[config.mk]
export PLATFORM = sky130hd
export DESIGN_NAME = wb_stage
export DESIGN_NICKNAME = d
export VERILOG_FILES = /design/src/rtl/wb_stage.sv
export SDC_FILE = /design/constraint.sdc
export NUM_CORES = 1
export LEC_CHECK = 0
export ABC_AREA = 0
export CAP_MARGIN = 10
export CORE_UTILIZATION = 42
export DETAILED_ROUTE_END_ITERATION = 16
export PLACE_DENSITY_LB_ADDON = 0.05
export SYNTH_ARGS = -nofsm -noshare
export SYNTH_HDL_FRONTEND = slang
export SYNTH_SLANG_ARGS = --single-unit
[constraint.sdc]
create_clock -name clk -period 2.1 [get_ports clk]
set_input_delay 0.525 -clock clk [delete_from_list [all_inputs] [get_ports clk]]
set_output_delay 0.525 -clock clk [all_outputs]
set_load 0.05 [all_outputs]
[src/rtl/wb_stage.sv]
// -----------------------------------------------------------------------------
// wb_stage
//   MEM/WB pipeline register for the pipelined RISC-V core. Selects one of four
//   write-back sources, extracts and extends load bytes/halfwords/words, flags
//   misaligned or illegal loads, and drives the register-file write port. It
//   also exposes forwarding data and keeps retire/load-error counters.
//
// Parameters
//   XLEN      datapath width (32 or 64)
//   RADDR_W   register address width
//   ERRCNT_W  width of the saturating load-error counter
//
// Ports
//   clk, rst_n        clock, asynchronous active-low reset
//   in_valid          MEM-stage instruction presented
//   in_ready          stage accepts this cycle (= !stall)
//   stall, flush      hold / kill the instruction being accepted
//   RUDataWrSrc       00 ALURes, 01 load, 10 PC_with_offset, 11 Imm
//   ALURes            ALU result; low 2 bits are the load byte offset
//   DataRd            raw aligned memory word
//   PC_with_offset    PC+4 for jal/jalr
//   Imm               immediate for lui
//   LoadFunct3        load type (LB/LH/LW/LBU/LHU)
//   Rd, RUWr          destination register and its write enable
//   rf_we/waddr/wdata register-file write port
//   fwd_valid         qualifies rf_waddr/rf_wdata for forwarding
//   load_err          one-cycle pulse for a misaligned/illegal load
//   err_count         saturating count of load_err pulses
//   retired           wrapping count of instructions leaving the stage
// -----------------------------------------------------------------------------
module wb_stage #(
    parameter int XLEN     = 32,
    parameter int RADDR_W  = 5,
    parameter int ERRCNT_W = 8
) (
    input  logic                clk,
    input  logic                rst_n,
    input  logic                in_valid,
    output logic                in_ready,
    input  logic                stall,
    input  logic                flush,
    input  logic [1:0]          RUDataWrSrc,
    input  logic [XLEN-1:0]     ALURes,
    input  logic [XLEN-1:0]     DataRd,
    input  logic [XLEN-1:0]     PC_with_offset,
    input  logic [XLEN-1:0]     Imm,
    input  logic [2:0]          LoadFunct3,
    input  logic [RADDR_W-1:0]  Rd,
    input  logic                RUWr,
    output logic                rf_we,
    output logic [RADDR_W-1:0]  rf_waddr,
    output logic [XLEN-1:0]     rf_wdata,
    output logic                fwd_valid,
    output logic                load_err,
    output logic [ERRCNT_W-1:0] err_count,
    output logic [31:0]         retired
);

    localparam logic [1:0] SRC_ALU  = 2'b00;
    localparam logic [1:0] SRC_LOAD = 2'b01;
    localparam logic [1:0] SRC_PC   = 2'b10;
    localparam logic [1:0] SRC_IMM  = 2'b11;

    localparam logic [2:0] F3_LB  = 3'b000;
    localparam logic [2:0] F3_LH  = 3'b001;
    localparam logic [2:0] F3_LW  = 3'b010;
    localparam logic [2:0] F3_LBU = 3'b100;
    localparam logic [2:0] F3_LHU = 3'b101;

    // Sign or zero extension of load fragments to the datapath width.
    function automatic logic [XLEN-1:0] ext8(input logic [7:0] v, input logic sgn);
        logic signed [7:0] s;
        logic [XLEN-1:0]   r;
        s = v;
        if (sgn) r = XLEN'(s);
        else     r = XLEN'(v);
        return r;
    endfunction

    function automatic logic [XLEN-1:0] ext16(input logic [15:0] v, input logic sgn);
        logic signed [15:0] s;
        logic [XLEN-1:0]    r;
        s = v;
        if (sgn) r = XLEN'(s);
        else     r = XLEN'(v);
        return r;
    endfunction

    function automatic logic [XLEN-1:0] ext32(input logic [31:0] v);
        logic signed [31:0] s;
        s = v;
        return XLEN'(s);
    endfunction

    // Counter increment that sticks at all-ones.
    function automatic logic [ERRCNT_W-1:0] sat_inc(input logic [ERRCNT_W-1:0] v);
        logic [ERRCNT_W-1:0] r;
        if (&v) r = v;
        else    r = v + ERRCNT_W'(1);
        return r;
    endfunction

    logic                accept_p0;
    logic [1:0]          off_p0;
    logic [7:0]          byte_p0;
    logic [15:0]         half_p0;
    logic [XLEN-1:0]     ld_data_p0;
    logic                ld_err_p0;
    logic [XLEN-1:0]     sel_data_p0;
    logic                sel_err_p0;

    logic                vld_p1;
    logic [RADDR_W-1:0]  rd_p1;
    logic                ruwr_p1;
    logic                err_p1;
    logic [XLEN-1:0]     data_p1;

    assign in_ready  = !stall;
    // flush outranks in_valid; stall blocks only the accept.
    assign accept_p0 = in_valid && !stall && !flush;

    // ---- p0: source select and load extraction (combinational, MEM side) ----
    always_comb begin
        off_p0     = ALURes[1:0];
        byte_p0    = DataRd[{off_p0, 3'b000} +: 8];
        half_p0    = DataRd[{off_p0[1], 4'b0000} +: 16];
        ld_data_p0 = '0;
        ld_err_p0  = 1'b0;
        case (LoadFunct3)
            F3_LB:  ld_data_p0 = ext8(byte_p0, 1'b1);
            F3_LBU: ld_data_p0 = ext8(byte_p0, 1'b0);
            F3_LH: begin
                ld_data_p0 = ext16(half_p0, 1'b1);
                ld_err_p0  = off_p0[0];
            end
            F3_LHU: begin
                ld_data_p0 = ext16(half_p0, 1'b0);
                ld_err_p0  = off_p0[0];
            end
            F3_LW: begin
                ld_data_p0 = ext32(DataRd[31:0]);
                ld_err_p0  = (off_p0 != 2'b00);
            end
            default: ld_err_p0 = 1'b1;
        endcase

        sel_data_p0 = '0;
        sel_err_p0  = 1'b0;
        case (RUDataWrSrc)
            SRC_ALU:  sel_data_p0 = ALURes;
            SRC_LOAD: begin
                // A faulting load captures zero so nothing stale can forward.
                sel_err_p0  = ld_err_p0;
                sel_data_p0 = ld_err_p0 ? '0 : ld_data_p0;
            end
            SRC_PC:   sel_data_p0 = PC_with_offset;
            SRC_IMM:  sel_data_p0 = Imm;
            default:  sel_data_p0 = '0;
        endcase
    end

    // ---- p1: MEM/WB register ----
    // Payload loads only on accept so rf_waddr/rf_wdata hold the last capture.
    always_ff @(posedge clk or negedge rst_n) begin
        if (!rst_n) begin
            vld_p1  <= 1'b0;
            rd_p1   <= '0;
            ruwr_p1 <= 1'b0;
            err_p1  <= 1'b0;
            data_p1 <= '0;
        end else begin
            vld_p1 <= accept_p0;
            if (accept_p0) begin
                rd_p1   <= Rd;
                ruwr_p1 <= RUWr;
                err_p1  <= sel_err_p0;
                data_p1 <= sel_data_p0;
            end
        end
    end

    assign rf_we     = vld_p1 && ruwr_p1 && (rd_p1 != '0) && !err_p1;
    assign fwd_valid = rf_we;
    assign rf_waddr  = rd_p1;
    assign rf_wdata  = data_p1;
    assign load_err  = vld_p1 && err_p1;

    // ---- p2: commit counters, updated on the edge that retires the p1 entry ----
    always_ff @(posedge clk or negedge rst_n) begin
        if (!rst_n) begin
            retired   <= '0;
            err_count <= '0;
        end else begin
            retired <= retired + {31'b0, vld_p1};
            if (load_err) begin
                err_count <= sat_inc(err_count);
            end
        end
    end

endmodule

* Word-level counts from Yosys, hierarchy flattened
Index checks and enable logic that the tools add are counted.
Cells by class: $add $sub $neg 2, multiply operators 0, div/mod/pow operators 0, magnitude comparators 0, equality and inequality tests 7, shifts and indexed selects 2, mux-type cells 5, bitwise logic cells 1, reductions and logical operators 17
Operators with widths (count):
- one-hot mux 32 bit (5 select lines) | 1
- one-hot mux 32 bit (4 select lines) | 1
- adder 32 x 1 -> 32 bit | 1
- two-way mux 32 bit | 1
- indexed part select 32 x 6 -> 16 bit | 1
- indexed part select 32 x 6 -> 8 bit | 1
- adder 8 x 1 -> 8 bit (second input constant) | 1
- AND reduction 8 bit | 1
- == test 3 bit (second input constant) | 2
- logical AND 1 bit | 6
- nonzero test 5 bit | 1
- == test 2 bit (second input constant) | 2
- OR reduction 2 bit | 2
- == test 3 x 1 -> 1 bit (second input constant) | 1
- == test 3 x 2 -> 1 bit (second input constant) | 1
- logical NOT 1 bit | 3
- logical NOT 3 bit | 1
- one-hot mux 1 bit (3 select lines) | 1
- == test 2 x 1 -> 1 bit (second input constant) | 1
- logical NOT 2 bit | 1
- AND reduction 2 bit | 1
- nonzero test 2 bit | 1
- two-way mux 1 bit | 1
- NOT 1 bit | 1
Word-level totals: register bits after elaboration 80, latch bits 0, bits in writable memories 0, memory bits (read-only) 0, output and inout port bits 81, word-level logic and storage cells 41, memories 0

* Logic depth before layout (Yosys ltp)
word-level depth 5, gate-level depth with buffers 7, gate-level depth less buffers 6

* Worst setup path after synthesis
Ideal clock, no wire load.
kind reg-to-output, from register rd_p1[0], in the netlist rf_waddr[0], to output port rf_we, arrival time 2.370 ns, required time 1.575 ns, path slack -0.795 ns, stages on the path, launching flop included 5, path through dfrtp_1 > or4_1 > nor2_1 > nor3_1 > buf_4
Between the ends: word-level cells in the longest chain between the ends 3
RTL lines:
- from (decl) | RTL line 113 | logic [RADDR_W-1:0] rd_p1;
- from (signal assigned) | RTL line 174 | rd_p1 <= Rd;
- nonzero test 5 bit | RTL line 182 | assign rf_we = vld_p1 && ruwr_p1 && (rd_p1 != '0) && !err_p1;
- logical AND 1 bit (2 in series) | RTL line 182
- to (decl) | RTL line 50 | output logic rf_we,
No other way between the ends.

* Final worst setup path
from register rd_p1[4], in the netlist rf_waddr[4], to output port rf_we
Same word-level chain as after synthesis.

==> run_results.csv <==
group,metric,value,unit
synth,yosys.area.top_type_share,41.9,%
synth,netlist.top_cell.by_area,"sky130_fd_sc_hd__dfrtp_1",
synth,synth_enable_flop_cells,0,
floorplanning,die_height,109,um
final_layout,nets,896,
global_route,busiest_metal_layer_after_global_routing,"met2",
synth,syn_area_per_cell,9.68,um^2
hold_path,hold_class,"primary input to asynchronous set/reset pin",
cts,postCtsHoldBufs,0,
critical_path,r2r_cells,4,
synth,syn_inst,493,
floorplanning,die_width,109,um
cts,clock_tree.buffer_depth,2,
placed_design,place_hpwl,12100,um
synth,synth-async-reset-ratio,100,%
critical_path,highest_delay_cell_along_the_critical_path,"sky130_fd_sc_hd__or4_4",
global_route,use_met2,46.4,%
sta,fin_crit_sh,103,%
sta,setup_viol,2,
power_and_ir_drop,p_total,5.60,mW
status,violations,"negative setup slack",
routing,dr.first_iter.drc_count,314,
critical_path,crit_path_start_kind,"flip-flop",
global_route,first_pass_grt_wire_length,24700,um
synth,synth.net_count,640,
final_layout,area_of_all_placed_cells_without_fillers,0.00787,mm^2
global_route,global_route.usage.met1,32.7,%
sta,period_minus_slack,2.16,ns
synth,cell_types_with_the_largest_area_share_after_synthesis,"sky130_fd_sc_hd__dfrtp_1 42%, sky130_fd_sc_hd__mux2i_1 9.0%, sky130_fd_sc_hd__nor2_1 5.4%",
status,run_status,"complete, but fails checks",
cts,tritoncts_num_sinks,80,
placed_design,port_buffers,224,
critical_path,timing.setup.critical_path_class,"flip-flop to output pin",
critical_path,critical-path-max-stage-delay,0.56,ns
cts,worst_setup_hold_path_clk_slew,0.06,ns
synth,ys_seq_area_share,41.9,%
synth,synthDistinctLibCells,47,
floorplanning,io_pins,225,
global_route,global_route.overflow_total,0,
sta,setup_repair_after_global_routing_missed_its_margin,"yes",
floorplanning,effective_utilization_at_floorplan,43.7,%
floorplanning,dieArea,0.0118,mm^2
global_route,largest_net_degree_at_the_start_of_global_routing,47,
placed_design,finalWeightedCongestion,0.921,
final_layout,utilization_after_layout,71.9,%
synth,synth.ff_latch_count,80,
cts,cts.htree.levels,3,
power_and_ir_drop,pwr_density_cell,712,mW/mm^2
floorplanning,placement_rows,38,
placed_design,dpl-instance-area,0.00746,mm^2
flow_run,timing.max_cap.violations,0,
final_layout,drive_above_1_share,16.0,%
global_route,grt_use_met3,5.14,%
routing,mean_number_of_vias_per_cell,5.46,
critical_path,worst_ep_required_time,1.57,ns
power_and_ir_drop,irDropWorstVdd,0.643,mV
floorplanning,floorplan.core_area,0.0109,mm^2
placed_design,dp_worst_setup_slack,-0.335,ns
routing,wl_per_cell,17.6,um
sta,max_freq,0.463,GHz
routing,drt-pass1-iter-count,4,
critical_path,crit_path_max_fanout,3,
cts,numCtsBuffers,9,
synth,synth.cell_area,0.00477,mm^2
synth,ys.warnings.count,0,
final_layout,syn_to_final_growth,64.7,%
synth,ys_dominant_reg_cell,"sky130_fd_sc_hd__dfrtp_1",
final_layout,filler_cell_count,839,
global_route,groute.usage.overall,27.3,%
routing,ant_nets,0,
routing,vias,4877,
critical_path,worstSetupEndpointType,"output pin",
routing,post-route-drc-count,0,
routing,routed_wirelength,15700,um
cts,clock_latency,0.34,ns
sta,setup_clock_skew_after_layout,0.00719,ns
sta,hold_fails_final_rpt,0,
global_route,grt_pass1_vias,5051,
sta,tightestPinTransition,0.548,ns
sta,holdWs,0.145,ns
sta,slew-limit-headroom,63.4,%
final_layout,ff_latch_area,0.00201,mm^2
global_route,antenna_found_initial,0,
sta,post-route-worst-setup-slack,-0.0618,ns
final_layout,multi_input_logic_area,0.00251,mm^2
power_and_ir_drop,leakagePower,3.76,nW
cts,cts.root.buffer_cell,"sky130_fd_sc_hd__clkbuf_16",
critical_path,worst-endpoint-arrival,1.64,ns
final_layout,antenna_cells,0,
sta,maxSlewViolCount,0,
critical_path,timing.critical_path.cells,"or4_4 > nor2_4 > nor3_4 > buf_6",
cts,tritoncts,"built",
## layer usage
metal,vias to the layer above,share of wire (%)
li1,2287,-
met1,2362,40
met2,191,50
met3,37,6.4
met4,0,3.6
met5,-,0
## final cells by class
class / instances / area share (%)
timing repair buffer: 279 / 34.8
multi-input combinational: 348 / 32.0
sequential: 80 / 25.5
clock buffer: 11 / 2.96
tap: 140 / 2.23
inverter: 31 / 1.48
clock inverter: 5 / 1.03
## logic make-up (layout without fill, tap and decap cells)
kind of cell	Yosys count	count (layout)	share of synthesized area, %
AND/OR/NAND/NOR	175	175	18.6
adder cells (fa/ha/maj)	3	3	0.786
multiplexers	45	45	9.72
buffers and inverters	65	326	6.11
flip-flops	80	80	41.9
XOR/XNOR	36	36	6.60
AO/OA/AOI/OAI	89	89	16.3
## sequential cells by signal, indices dropped and copies added (netlist names)
register	cells
ruwr_p1	1
err_p1	1
rf_wdata	32
retired	32
rf_waddr	5
vld_p1	1
err_count	8
## synthesized netlist by cell type (3+ instances only)
cell type                  instances
sky130_fd_sc_hd__dfrtp_1          80
sky130_fd_sc_hd__nor2_1           69
sky130_fd_sc_hd__mux2i_1          43
sky130_fd_sc_hd__nand2_1          42
sky130_fd_sc_hd__inv_1            30
sky130_fd_sc_hd__xnor2_1          27
sky130_fd_sc_hd__a211oi_1         19
sky130_fd_sc_hd__clkbuf_1         19
sky130_fd_sc_hd__o221ai_1         18
sky130_fd_sc_hd__nand3_1          15
sky130_fd_sc_hd__a21oi_1          13
sky130_fd_sc_hd__nand4_1          11
sky130_fd_sc_hd__o221ai_2         10
sky130_fd_sc_hd__o32ai_1           9
sky130_fd_sc_hd__xor2_1            9
sky130_fd_sc_hd__a221oi_1          8
sky130_fd_sc_hd__and3b_1           8
sky130_fd_sc_hd__buf_2             8
sky130_fd_sc_hd__and2_1            5
sky130_fd_sc_hd__and4_1            5
sky130_fd_sc_hd__nor3_1            5
sky130_fd_sc_hd__buf_6             4
sky130_fd_sc_hd__nand2b_1          4
sky130_fd_sc_hd__and3_1            3
sky130_fd_sc_hd__ha_1              3
## worst max-delay path: cells and delay by family (launching register included)
family,cells,cell delay [ns]
AND/OR/NAND/NOR,3,0.73
flip-flops,1,0.42
buffers and inverters,1,0.16
## power by group
part           total (mW)  internal, mW  switching, mW
sequential           1.91          1.74          0.169
combinational        2.02         0.841           1.18
clock                1.67          1.04          0.626
## cell usage in the layout (no fill, tap or decap), types with 9 or more instances in the layout
cell	n
sky130_fd_sc_hd__clkdlybuf4s50_1	176
sky130_fd_sc_hd__dfrtp_1	76
sky130_fd_sc_hd__nor2_1	68
sky130_fd_sc_hd__buf_4	67
sky130_fd_sc_hd__mux2i_1	43
sky130_fd_sc_hd__nand2_1	42
sky130_fd_sc_hd__inv_1	30
sky130_fd_sc_hd__xnor2_1	27
sky130_fd_sc_hd__a211oi_1	19
sky130_fd_sc_hd__o221ai_1	18
sky130_fd_sc_hd__nand3_1	14
sky130_fd_sc_hd__dlymetal6s2s_1	14
sky130_fd_sc_hd__a21oi_1	13
sky130_fd_sc_hd__nand4_1	11
sky130_fd_sc_hd__o221ai_2	10
sky130_fd_sc_hd__xor2_1	9
sky130_fd_sc_hd__o32ai_1	9
sky130_fd_sc_hd__clkbuf_16	9
sky130_fd_sc_hd__dlygate4sd2_1	9
sky130_fd_sc_hd__buf_12	9
## per-stage QoR
stage / std cells / TNS, ns
6_report: 894 / -0.123
3_3_place_gp: 872 / -6.68
5_1_grt: 894 / -0.197
2_1_floorplan: 493 / 0
3_5_place_dp: 872 / -8.20
4_1_cts: 890 / -0.132
## repair_timing
item                       in CTS  in global routing
pin swaps                       2                  2
setup buffers                   2                  4
cloned                          0                  0
setup endpoints to repair      11                 38
gates resized for setup        17                 15
## worst paths after layout
check | start | end | slack (ns)
worst max-delay path | rf_waddr[4] | rf_we | -0.06
worst min-delay path | rst_n | retired[6] | 0.15
worst max register to register | retired[7] | retired[27] | 0.24
worst min register to register | retired[31] | retired[31] | 0.47
max in group asynchronous | rst_n | rf_waddr[0] | 1.32
min in group clk | retired[31] | retired[31] | 0.47
Power figures use the tool's default switching activity.
